### config.mk
export PLATFORM = sky130hd
export DESIGN_NAME = fp_mult_arbiter
export DESIGN_NICKNAME = d
export VERILOG_FILES = /design/src/rtl/fp_mult_arbiter.sv
export SDC_FILE = /design/constraint.sdc
export NUM_CORES = 2
export LEC_CHECK = 0
export ABC_AREA = 1
export CAP_MARGIN = 10
export CORE_ASPECT_RATIO = 1.5
export CORE_MARGIN = 5
export CORE_UTILIZATION = 54
export DETAILED_ROUTE_END_ITERATION = 16
export HOLD_SLACK_MARGIN = 0.02
export PLACE_DENSITY = 0.82
export SETUP_SLACK_MARGIN = 0.15
export SYNTH_ARGS = -nofsm -noshare
export SYNTH_HDL_FRONTEND = slang
export SYNTH_SLANG_ARGS = --single-unit
### constraint.sdc
create_clock -name clk -period 11.2 [get_ports clk]
set_clock_uncertainty 0.15 [all_clocks]
set_input_delay 1.12 -clock clk [delete_from_list [all_inputs] [get_ports clk]]
set_output_delay 1.12 -clock clk [all_outputs]
set_load 0.005 [all_outputs]
### src/rtl/fp_mult_arbiter.sv
// Round-robin share of one fixed-latency FP32 multiplier among G_NUM_REQ requesters, with per-requester result FIFOs.
// Latency: issue to rsp_valid = multiplier latency + 1; credits stop grants before a result FIFO could overflow.
// Optional FP_MULT_ARB_STATS_EN adds saturating grant/stall counters.

module fp_mult_arb_fifo #(
  parameter int W = 32,
  parameter int D = 4
) (
  input  logic                 clk,
  input  logic                 reset_n,
  input  logic                 wr_vld,
  input  logic [W-1:0]         wr_dat,
  input  logic                 rd_rdy,
  output logic [W-1:0]         rd_dat,
  output logic                 rd_vld,
  output logic [$clog2(D):0]   cnt
);
  localparam int AW = $clog2(D);
  localparam int CW = AW + 1;

  logic [W-1:0]  mem_q [D];
  logic [W-1:0]  mem_d [D];
  logic [AW-1:0] wr_ptr_q, wr_ptr_d, rd_ptr_q, rd_ptr_d;
  logic [CW-1:0] cnt_q, cnt_d;
  logic          full, do_wr, do_rd;

  always_comb begin
    full     = (cnt_q == CW'(D));
    do_rd    = rd_rdy && (cnt_q != '0);
    do_wr    = wr_vld && (!full || do_rd);
    mem_d    = mem_q;
    wr_ptr_d = wr_ptr_q;
    rd_ptr_d = rd_ptr_q;
    if (do_wr) begin
      mem_d[wr_ptr_q] = wr_dat;
      wr_ptr_d        = wr_ptr_q + 1'b1;
    end
    if (do_rd) rd_ptr_d = rd_ptr_q + 1'b1;
    cnt_d = cnt_q + CW'(do_wr) - CW'(do_rd);
  end

  always_ff @(posedge clk) begin
    if (!reset_n) begin
      wr_ptr_q <= '0;
      rd_ptr_q <= '0;
      cnt_q    <= '0;
    end else begin
      wr_ptr_q <= wr_ptr_d;
      rd_ptr_q <= rd_ptr_d;
      cnt_q    <= cnt_d;
    end
  end

  always_ff @(posedge clk) begin
    mem_q <= mem_d;
  end

  assign rd_dat = mem_q[rd_ptr_q];
  assign rd_vld = (cnt_q != '0);
  assign cnt    = cnt_q;

  assert property (@(posedge clk) disable iff (!reset_n) !(wr_vld && full && !rd_rdy));
endmodule

// FP32 multiplier: round-to-nearest-even, subnormals flushed to zero, single quiet NaN.
// Fixed latency G_LAT cycles, accepts one operand pair per cycle, no backpressure.
module floating_point_mult_valid_only #(
  parameter int G_LAT = 3
) (
  input  logic        clk,
  input  logic        reset_n,
  input  logic [31:0] din1,
  input  logic [31:0] din2,
  input  logic        din_valid,
  output logic [31:0] dout,
  output logic        dout_valid
);
  logic [7:0]  ea, eb;
  logic [23:0] ma, mb;
  logic [47:0] prod;
  logic [22:0] mant;
  logic [23:0] mant_r;
  logic [9:0]  exp_u;
  logic        sign, grd, stk;
  logic        a_nan, b_nan, a_inf, b_inf, a_zero, b_zero;
  logic [31:0] res;
  logic [31:0] dat_q [G_LAT];
  logic [31:0] dat_d [G_LAT];
  logic [G_LAT-1:0] vld_q, vld_d;

  always_comb begin
    ea     = din1[30:23];
    eb     = din2[30:23];
    ma     = {1'b1, din1[22:0]};
    mb     = {1'b1, din2[22:0]};
    sign   = din1[31] ^ din2[31];
    prod   = {24'd0, ma} * {24'd0, mb};
    // product of two [1,2) mantissas lies in [1,4): bit 47 selects the normalising shift
    if (prod[47]) begin
      mant = prod[46:24];
      grd  = prod[23];
      stk  = |prod[22:0];
    end else begin
      mant = prod[45:23];
      grd  = prod[22];
      stk  = |prod[21:0];
    end
    mant_r = {1'b0, mant} + {23'd0, grd & (stk | mant[0])};
    exp_u  = {2'b0, ea} + {2'b0, eb} + {9'd0, prod[47]} + {9'd0, mant_r[23]};
    a_nan  = (ea == 8'hFF) && (din1[22:0] != '0);
    b_nan  = (eb == 8'hFF) && (din2[22:0] != '0);
    a_inf  = (ea == 8'hFF) && (din1[22:0] == '0);
    b_inf  = (eb == 8'hFF) && (din2[22:0] == '0);
    a_zero = (ea == 8'h00);
    b_zero = (eb == 8'h00);
    if (a_nan || b_nan || (a_inf && b_zero) || (b_inf && a_zero)) res = 32'h7FC0_0000;
    else if (a_inf || b_inf)    res = {sign, 8'hFF, 23'd0};
    else if (a_zero || b_zero)  res = {sign, 31'd0};
    else if (exp_u >= 10'd382)  res = {sign, 8'hFF, 23'd0};
    else if (exp_u <= 10'd127)  res = {sign, 31'd0};
    else                        res = {sign, 8'(exp_u - 10'd127), mant_r[22:0]};
  end

  always_comb begin
    dat_d[0] = res;
    vld_d[0] = din_valid;
    for (int s = 1; s < G_LAT; s++) begin
      dat_d[s] = dat_q[s-1];
      vld_d[s] = vld_q[s-1];
    end
  end

  always_ff @(posedge clk) begin
    if (!reset_n) vld_q <= '0;
    else          vld_q <= vld_d;
  end

  always_ff @(posedge clk) begin
    dat_q <= dat_d;
  end

  assign dout       = dat_q[G_LAT-1];
  assign dout_valid = vld_q[G_LAT-1];
endmodule

module fp_mult_arbiter #(
  parameter int G_NUM_REQ      = 4,
  parameter int G_FIFO_DEPTH   = 4,
  parameter int G_MAX_INFLIGHT = 16
) (
  input  logic                    clk,
  input  logic                    reset_n,
  input  logic                    enable,
  input  logic [32*G_NUM_REQ-1:0] req_din1,
  input  logic [32*G_NUM_REQ-1:0] req_din2,
  input  logic [G_NUM_REQ-1:0]    req_valid,
  output logic [G_NUM_REQ-1:0]    req_ready,
  output logic [32*G_NUM_REQ-1:0] rsp_dout,
  output logic [G_NUM_REQ-1:0]    rsp_valid,
  input  logic [G_NUM_REQ-1:0]    rsp_ready,
  output logic                    busy
`ifdef FP_MULT_ARB_STATS_EN
  ,
  output logic [31:0]             stat_grants,
  output logic [31:0]             stat_stalls
`endif
);
  localparam int MULT_LAT = 3;
  localparam int PW   = $clog2(G_NUM_REQ);
  localparam int CW   = $clog2(G_FIFO_DEPTH) + 1;
  localparam int TCW  = $clog2(G_MAX_INFLIGHT) + 1;

  typedef enum logic [1:0] {SM_INIT, SM_RUN, SM_DRAIN, SM_IDLE} state_t;

  state_t               state_q, state_d;
  logic [PW-1:0]        rr_ptr_q, rr_ptr_d;
  logic [CW-1:0]        inflight_q [G_NUM_REQ];
  logic [CW-1:0]        inflight_d [G_NUM_REQ];
  logic [TCW-1:0]       ign_cnt_q, ign_cnt_d;
  logic [CW-1:0]        fifo_cnt [G_NUM_REQ];
  logic [31:0]          head [G_NUM_REQ];
  logic [G_NUM_REQ-1:0] elig, grant, ret;
  logic [PW-1:0]        grant_idx;
  logic                 found;
  logic [31:0]          mult_din1, mult_din2, mult_dout;
  logic                 mult_dout_vld;
  logic [PW-1:0]        tag_dat;
  logic                 tag_vld, tag_full;
  logic [TCW-1:0]       tag_cnt;

  always_comb begin
    int idx;
    idx       = 0;
    tag_full  = (tag_cnt == TCW'(G_MAX_INFLIGHT));
    grant     = '0;
    grant_idx = '0;
    found     = 1'b0;
    for (int i = 0; i < G_NUM_REQ; i++) begin
      elig[i] = reset_n && (state_q == SM_RUN) && req_valid[i] && !tag_full &&
                (({1'b0, fifo_cnt[i]} + {1'b0, inflight_q[i]}) < (CW+1)'(G_FIFO_DEPTH));
    end
    for (int k = 0; k < G_NUM_REQ; k++) begin
      idx = int'(rr_ptr_q) + k;
      if (idx >= G_NUM_REQ) idx = idx - G_NUM_REQ;
      if (!found && elig[idx]) begin
        found     = 1'b1;
        grant_idx = PW'(idx);
      end
    end
    if (found) grant[grant_idx] = 1'b1;
    mult_din1 = req_din1[32*grant_idx +: 32];
    mult_din2 = req_din2[32*grant_idx +: 32];
  end

  always_comb begin
    for (int i = 0; i < G_NUM_REQ; i++) begin
      ret[i]        = mult_dout_vld && tag_vld && (tag_dat == PW'(i));
      inflight_d[i] = inflight_q[i] + CW'(grant[i]) - CW'(ret[i]);
      rsp_dout[32*i +: 32] = rsp_valid[i] ? head[i] : 32'd0;
    end
    rr_ptr_d = rr_ptr_q;
    if (found) rr_ptr_d = (grant_idx == PW'(G_NUM_REQ-1)) ? '0 : grant_idx + 1'b1;
    ign_cnt_d = (ign_cnt_q != '0) ? ign_cnt_q - 1'b1 : ign_cnt_q;
    state_d = state_q;
    case (state_q)
      SM_INIT:  state_d = enable ? SM_RUN : SM_IDLE;
      SM_RUN:   if (!enable) state_d = SM_DRAIN;
      SM_DRAIN: if (!tag_vld) state_d = SM_IDLE;
      SM_IDLE:  if (enable) state_d = SM_RUN;
      default:  state_d = SM_INIT;
    endcase
  end

  always_ff @(posedge clk) begin
    if (!reset_n) begin
      state_q    <= SM_INIT;
      rr_ptr_q   <= '0;
      inflight_q <= '{default: '0};
      ign_cnt_q  <= TCW'(G_MAX_INFLIGHT);
    end else begin
      state_q    <= state_d;
      rr_ptr_q   <= rr_ptr_d;
      inflight_q <= inflight_d;
      ign_cnt_q  <= ign_cnt_d;
    end
  end

  assign req_ready = grant;
  assign busy      = tag_vld | (|rsp_valid);

  floating_point_mult_valid_only #(.G_LAT(MULT_LAT)) u_mult (
    .clk        (clk),
    .reset_n    (reset_n),
    .din1       (mult_din1),
    .din2       (mult_din2),
    .din_valid  (found),
    .dout       (mult_dout),
    .dout_valid (mult_dout_vld)
  );

  // tags leave in issue order, matching the multiplier's in-order pipeline
  fp_mult_arb_fifo #(.W(PW), .D(G_MAX_INFLIGHT)) u_tag_fifo (
    .clk     (clk),
    .reset_n (reset_n),
    .wr_vld  (found),
    .wr_dat  (grant_idx),
    .rd_rdy  (mult_dout_vld),
    .rd_dat  (tag_dat),
    .rd_vld  (tag_vld),
    .cnt     (tag_cnt)
  );

  for (genvar g = 0; g < G_NUM_REQ; g++) begin : g_rsp
    fp_mult_arb_fifo #(.W(32), .D(G_FIFO_DEPTH)) u_rsp_fifo (
      .clk     (clk),
      .reset_n (reset_n),
      .wr_vld  (ret[g]),
      .wr_dat  (mult_dout),
      .rd_rdy  (rsp_ready[g]),
      .rd_dat  (head[g]),
      .rd_vld  (rsp_valid[g]),
      .cnt     (fifo_cnt[g])
    );
  end

  // stray products from before a reset are dropped silently during the ignore window
  assert property (@(posedge clk) disable iff (!reset_n)
    !(mult_dout_vld && !tag_vld && (ign_cnt_q == '0)));

`ifdef FP_MULT_ARB_STATS_EN
  logic [31:0] stat_grants_q, stat_grants_d, stat_stalls_q, stat_stalls_d;

  always_comb begin
    stat_grants_d = stat_grants_q;
    stat_stalls_d = stat_stalls_q;
    if (found && (stat_grants_q != 32'hFFFF_FFFF)) stat_grants_d = stat_grants_q + 1'b1;
    if ((state_q == SM_RUN) && (|req_valid) && !found && (stat_stalls_q != 32'hFFFF_FFFF))
      stat_stalls_d = stat_stalls_q + 1'b1;
  end

  always_ff @(posedge clk) begin
    if (!reset_n) begin
      stat_grants_q <= '0;
      stat_stalls_q <= '0;
    end else begin
      stat_grants_q <= stat_grants_d;
      stat_stalls_q <= stat_stalls_d;
    end
  end

  assign stat_grants = stat_grants_q;
  assign stat_stalls = stat_stalls_q;
`endif
endmodule
======== Yosys cells after proc, flatten, opt, wreduce, memory -nomap -nowiden ========
Index checks and enable logic that the tools add are counted.
storage, ports and cells
  register bits ........................... 700
  bits of input ports ..................... 267
  output and inout bits ................... 137
  word-level logic and storage cells ...... 322
operators by class
  $add $sub $neg .......................... 45
  $mul .................................... 1
  order comparisons ....................... 31
  equality and inequality tests ........... 17
  shift operators ......................... 2
  mux-type cells .......................... 74
  bitwise logic cells ..................... 14
  reductions and logical operators ........ 79
operators with widths
  operator                                              number
  two-way mux 32 bit                                    20
  bitwise mux 128 bit                                   4
  binary-select mux 32 bit (select 2 bit)               4
  demux 32 bit (select 2 bit)                           4
  variable part select 128 x 8 -> 32 bit                2
  < comparator 32 x 4 -> 1 bit (second input constant)  4
  two-way mux 31 bit                                    3
  multiplier 24 x 24 -> 48 bit                          1
  logical NOT 23 bit                                    2
  two-way mux 23 bit                                    2
  nonzero test 23 bit                                   2
  logical AND 1 bit                                     42
  >= comparator 3 bit (second input constant)           11
  bitwise mux 32 bit                                    1
  adder 23 x 1 -> 24 bit                                1
  adder 3 x 1 -> 3 bit                                  8
  two-way mux 2 bit                                     12
  inverter 2 -> 3 bit                                   8
  subtractor 3 x 1 -> 3 bit                             8
  OR reduction 23 bit                                   1
  OR reduction 22 bit                                   1
  adder 10 x 1 -> 10 bit                                2
  adder 2 x 1 -> 2 bit (second input constant)          9
  adder 3 x 3 -> 4 bit                                  4
  other kinds (45)                                      107

======== Longest topological paths before layout ========
  depth after elaboration ................. 31
  mapped depth ............................ 76
  mapped depth without buffers ............ 72

======== Modules after synthesis ========
From an unflattened synthesis, not the netlist that was laid out.
second synthesis, totals
  cell total of the unflattened synthesis .. 6327
  area total of the unflattened synthesis .. 53861.7 sq um
by module, submodules not included
  module                                      instances  cells an instance  area each (sq um)  sequential area each (sq um)
  floating_point_mult_valid_only              1          3317               24516.0            1981.9
  fp_mult_arb_fifo (g_rsp[0].u_rsp_fifo ...)  4          377                5273.8             3983.8
  fp_mult_arbiter                             1          1263               6035.8             320.3
  fp_mult_arb_fifo (u_tag_fifo)               1          239                2214.6             1221.2

======== Least setup slack after synthesis ========
No wires, ideal clock.
  path kind ............................... input -> register
  from .................................... in reset_n
  to ...................................... reg u_mult.dat_q (netlist bit u_mult.dat_d[34])
  setup time .............................. 0.062 ns
  data arrival time ....................... 11.783 ns
  data required time ...................... 10.988 ns
  path slack .............................. -0.795 ns
  stages .................................. 70
  path buffers ............................ 5
  cell sequence ........................... nand2_1 > inv_2 > nand3_1 > nor2_1 > nand2_1 > nand3_2 > nand2_4 > nand2_2 > nand2_2 > nand2_4 > nand3_4 > inv_2 > buf_2 > buf_1 > nand2_1 > nand3_1 > nand2_1 > clkbuf_1 > (+34 left out) > nand2_1 > nor4_1 > fa_1 > ha_1 > nand2_1 > nor2_1 > nand2_1 > nor2_1 > xor2_1 > nor2_1 > nand3_1 > nand3b_1 > nand2_1 > inv_1 > nor2_1 > nand3_4 > buf_6 > nor2_2
between the ends
  cells in the longest elaborated chain, start to end .. 27
  elaborated cells on any way between the ends .. 74
  classes of those cells .................. 4 x add/sub; 1 x mul; 2 x order compare; 2 x eq/ne; 2 x shift; 22 x mux; 2 x bitwise; 39 x reduce/logical
RTL lines
  what                                                                                   RTL line  source
  start: declaration                                                                     152       input logic reset_n,
  logical AND 1 bit *                                                                    199       elig[i] = reset_n && (state_q == SM_RUN) && req_valid[i] && !tag_full &&
  logical AND 1 bit (3 in series)                                                        199
  binary-select mux 1 bit (select 2 bit)                                                 205       if (!found && elig[idx]) begin
  two-way mux 1 bit (implied by the code) (2 in series)                                  205
  two-way mux 1 bit                                                                      205
  logical NOT 1 bit                                                                      205
  logical AND 1 bit                                                                      205
  two-way mux 1 bit                                                                      205
  (+6 left out)                                                                          n/a
  via grant_idx[0]                                                                       183       logic [PW-1:0] grant_idx;
  (+2 left out)                                                                          n/a
  OR reduction 23 bit / OR reduction 22 bit (equally long branches)                      102, 106
  two-way mux 1 bit                                                                      99        if (prod[47]) begin
  OR 1 bit                                                                               108       mant_r = {1'b0, mant} + {23'd0, grd & (stk | mant[0])};
  AND 1 bit                                                                              108
  adder 23 x 1 -> 24 bit                                                                 108
  adder 10 x 1 -> 10 bit                                                                 109       exp_u = {2'b0, ea} + {2'b0, eb} + {9'd0, prod[47]} + {9'd0, mant_r[23]};
  <= comparator 10 x 7 -> 1 bit / >= comparator 10 x 9 -> 1 bit (equally long branches)  120, 119
  OR reduction 5 bit (no source line)                                                    n/a
  end signal: assignment                                                                 139       dat_q <= dat_d;
  end: declaration                                                                       87        logic [31:0] dat_q [G_LAT];
Mark *: on every way through the listed nets, which the timed path passes. The rest lies on a longest branch. The select of a mux whose other input is x is not followed.
A chain may end at the register's enable or synchronous reset.

======== Worst setup path in the final report ========
  from .................................... in reset_n
  to ...................................... reg u_mult.dat_q (netlist bit u_mult.dat_d[37])
between the ends
  cells in the longest elaborated chain, start to end .. 27
  elaborated cells on any way between the ends .. 74
  classes of those cells .................. 4 x add/sub; 1 x mul; 2 x order compare; 2 x eq/ne; 2 x shift; 22 x mux; 2 x bitwise; 39 x reduce/logical
RTL lines
  what                                                                                   RTL line
  logical AND 1 bit *                                                                    199
  logical AND 1 bit (3 in series)                                                        199
  binary-select mux 1 bit (select 2 bit)                                                 205
  two-way mux 1 bit (implied by the code) (2 in series)                                  205
  two-way mux 1 bit                                                                      205
  logical NOT 1 bit                                                                      205
  logical AND 1 bit                                                                      205
  two-way mux 1 bit                                                                      205
  (+8 left out)                                                                          n/a
  OR reduction 23 bit / OR reduction 22 bit (equally long branches)                      102, 106
  two-way mux 1 bit                                                                      99
  OR 1 bit                                                                               108
  AND 1 bit                                                                              108
  adder 23 x 1 -> 24 bit                                                                 108
  adder 10 x 1 -> 10 bit                                                                 109
  <= comparator 10 x 7 -> 1 bit / >= comparator 10 x 9 -> 1 bit (equally long branches)  120, 119
  OR reduction 5 bit (no source line)                                                    n/a
Every way passes the cells marked *; elsewhere a longest branch is shown, timed or not. The select of a mux whose other input is x is not followed.

==> metrics <==
mux cell area share after synthesis 0%; largest family of logic cells by synthesized area adder cells; sequential-to-total area share from yosys stat 38.7%; Cells after DPL 7667; DR vias/cell 5.70; Syn Area/Cell 8.92 sq um; DR iter-0 viols 4244; Synth Area in Adders 25.7%; Area after DPL 60500 sq um; total CTS buffers 51; Fmax 87.5 MHz; Reg clk slew, reported paths 80 ps; ys async rst share 0%; Worst path slowest cell fa_1; Slew @ Worst Pin 1230 ps; DP HPWL 130 mm; WS Path Type in2reg; drc violations 0; total die area 99500 sq um; WL final 177 mm; Req. time, crit path 11600 ps; Synth top area share 32.5%; Core Footprint 92700 sq um; CTS tree built; Max stage delay on crit path 620 ps; GP Congestion 1.05; ratio of final minimum period to clock period 102%; Synth Area in Compound Gates 6.88%; count leader, synth nor2_1; first-pass GRT wire length 259 mm; syn nets 6642; worst setup margin -230 ps; R2R depth 65; Post-Synthesis Cells 5638; max cap viols 0; Root Driver clkbuf_16; area leader, netlist edfxtp_1; RSZ-0062 raised after global routing true; GR met1 Demand/Resource 38.0%; pin count of the biggest net entering global routing 69; P&R area growth vs syn 28.9%; WP data arrival 11830 ps; Synth Area in XOR/XNOR 1.18%; Final setup viols 31; layout cell share with drive strength beyond 1 18.0%; Max Slew Vio Count 0; Hold Crit Depth 0; Ports 404; vias in the first global route 46100; gr busiest metal met2; GR Util met2 59.5%; H-tree depth 2; minimum clock period 11430 ps; Top cell by count, worst path nand2_1; NumNets Final 7566; Netlist cell types 52; CTS Hold Bufs 0; GRT Total Usage 34.0%; Port Buf Inserts 403; post-synthesis register bit count 700; Die Y 384 microns; antenna violations before repair 7; number of synthesized flops with an enable pin 544; number of synthesis warnings 0; Worst setup EP type flip-flop; Longest Clk Path Bufs 3; final hold vios 0; WL/cell 22.5 microns; CP Launch Type input pin; Non-Filler Instances 7861; total clock sinks 700; largest fanout on the critical path 7; Commonest cells post-synth nor2_1, nand2_1, inv_1; Hold Path Class reg2reg; Relative slew margins 17.9%; Via Count 44800; synth top area cells edfxtp_1, fa_1, nor2_1; router iterations before antenna repair 8; worst skew pair latency 630 ps; Initial Utilization 54.2%; synthesized area 50300 sq um; GRT Residual Overflow 0; post-synthesis simple-gate area fraction 18.6%; DRT antenna net count 0; final instance area 64900 sq um; outcome finished, violations left; top_reg_cell synth edfxtp_1; violated checks setup timing; met3 Usage GRT 5.21%; flop2flop setup slack -220 ps; row cnt 137; die width 259 microns
-- per-stage QoR --
stage / util [%] / setup TNS [ps] / setup slack [ps] / hold slack, ps
2_1_floorplan: - / 0 / 154 / 160
3_3_place_gp: 65.2 / -37480 / -1240 / 160
3_5_place_dp: 65.2 / -42180 / -1400 / 162
4_1_cts: 67.5 / -14440 / -523 / 173
5_1_grt: 69.9 / -21730 / -762 / 183
6_report: 69.9 / -4960 / -230 / 174
-- cell type report --
class / count / area, sq um
clock buffers: 66 / 1400
diodes: 8 / 20.0
repair buffers: 1118 / 10700
flip-flops and latches: 700 / 19500
well taps: 1251 / 1570
repair inverters: 2 / 18.8
inverters: 912 / 3500
multi-input cells: 3777 / 27900
clock inverters: 27 / 309
fillers: 6512 / 27900
-- cell usage in the layout (no fill, tap or decap), types with 15 or more instances in the layout --
cell type        count
o211ai_1            18
inv_1              841
ha_1               213
nor2_2              52
nand2_1            852
buf_6               28
ha_4                29
nand3_1            165
nand2_2             73
inv_2               40
nor2_4              34
nand4_1             74
clkbuf_16           68
nand3_2             17
a21oi_2             16
fa_1               472
buf_4              599
edfxtp_1           544
a21oi_1            205
fa_2                21
nor2_1             967
dfxtp_1            149
buf_12              66
xnor2_1             23
nand2_4             31
xor2_1              43
o21ai_0            344
clkdlybuf4s50_1    398
clkinv_1            15
nor3_1              20
-- per-layer routing --
layer / part of all wire (%) / vias up / wire (microns)
met1: 32 / 21600 / 56600
met4: 9.1 / 2 / 16100
met3: 9.7 / 859 / 17100
li1: - / 19600 / -
met5: 0.0073 / - / 13
met2: 49 / 2763 / 87100
-- path summary, 6_finish.rpt --
kind	to	from
hold / removal	u_mult.dat_d[20]	u_mult.dat_d[52]
setup / recovery	u_mult.dat_d[37]	reset_n
setup reg to reg	u_mult.dat_d[37]	g_rsp[1].u_rsp_fifo.cnt[1]
hold reg to reg	u_mult.dat_d[20]	u_mult.dat_d[52]
-- state kept, by name, indices dropped and copies added (netlist names), 8 cells and up --
| signal | count |
|---|---|
| g_rsp.u_rsp_fifo.mem_q | 512 |
| g_rsp.u_rsp_fifo.rd_ptr_q | 8 |
| g_rsp.u_rsp_fifo.wr_ptr_q | 8 |
| u_tag_fifo.mem_q | 32 |
| u_mult.dout | 32 |
| inflight_q | 12 |
| g_rsp.u_rsp_fifo.cnt | 12 |
| u_mult.dat_d | 64 |
-- cell families (layout without fill, tap and decap cells) --
group                    Yosys count  in the layout
buffers and inverters           1162           2125
adder cells (fa/ha/maj)          737            737
other                              0              8
XOR/XNOR                          68             68
flip-flops                       700            700
AO/OA/AOI/OAI                    656            656
AND/OR/NAND/NOR                 2315           2316
-- what timing repair did --
action	in CTS	in global routing
hold endpoints to repair	0	0
pin swaps	2	127
resized for setup	51	364
setup buffers	6	63
cloned	4	20
endpoints found under the setup margin	31	31
-- worst max-delay path: cells and delay by family --
kind	cells	cell delay (ps)
compound gates	1	280
xor+xnor	1	150
fa+ha+maj	10	4130
buf+inv	18	2180
simple gates	36	3950
Power is not shown: default switching activity piles up to over one toggle a cycle in this logic, so the estimate is an artifact.
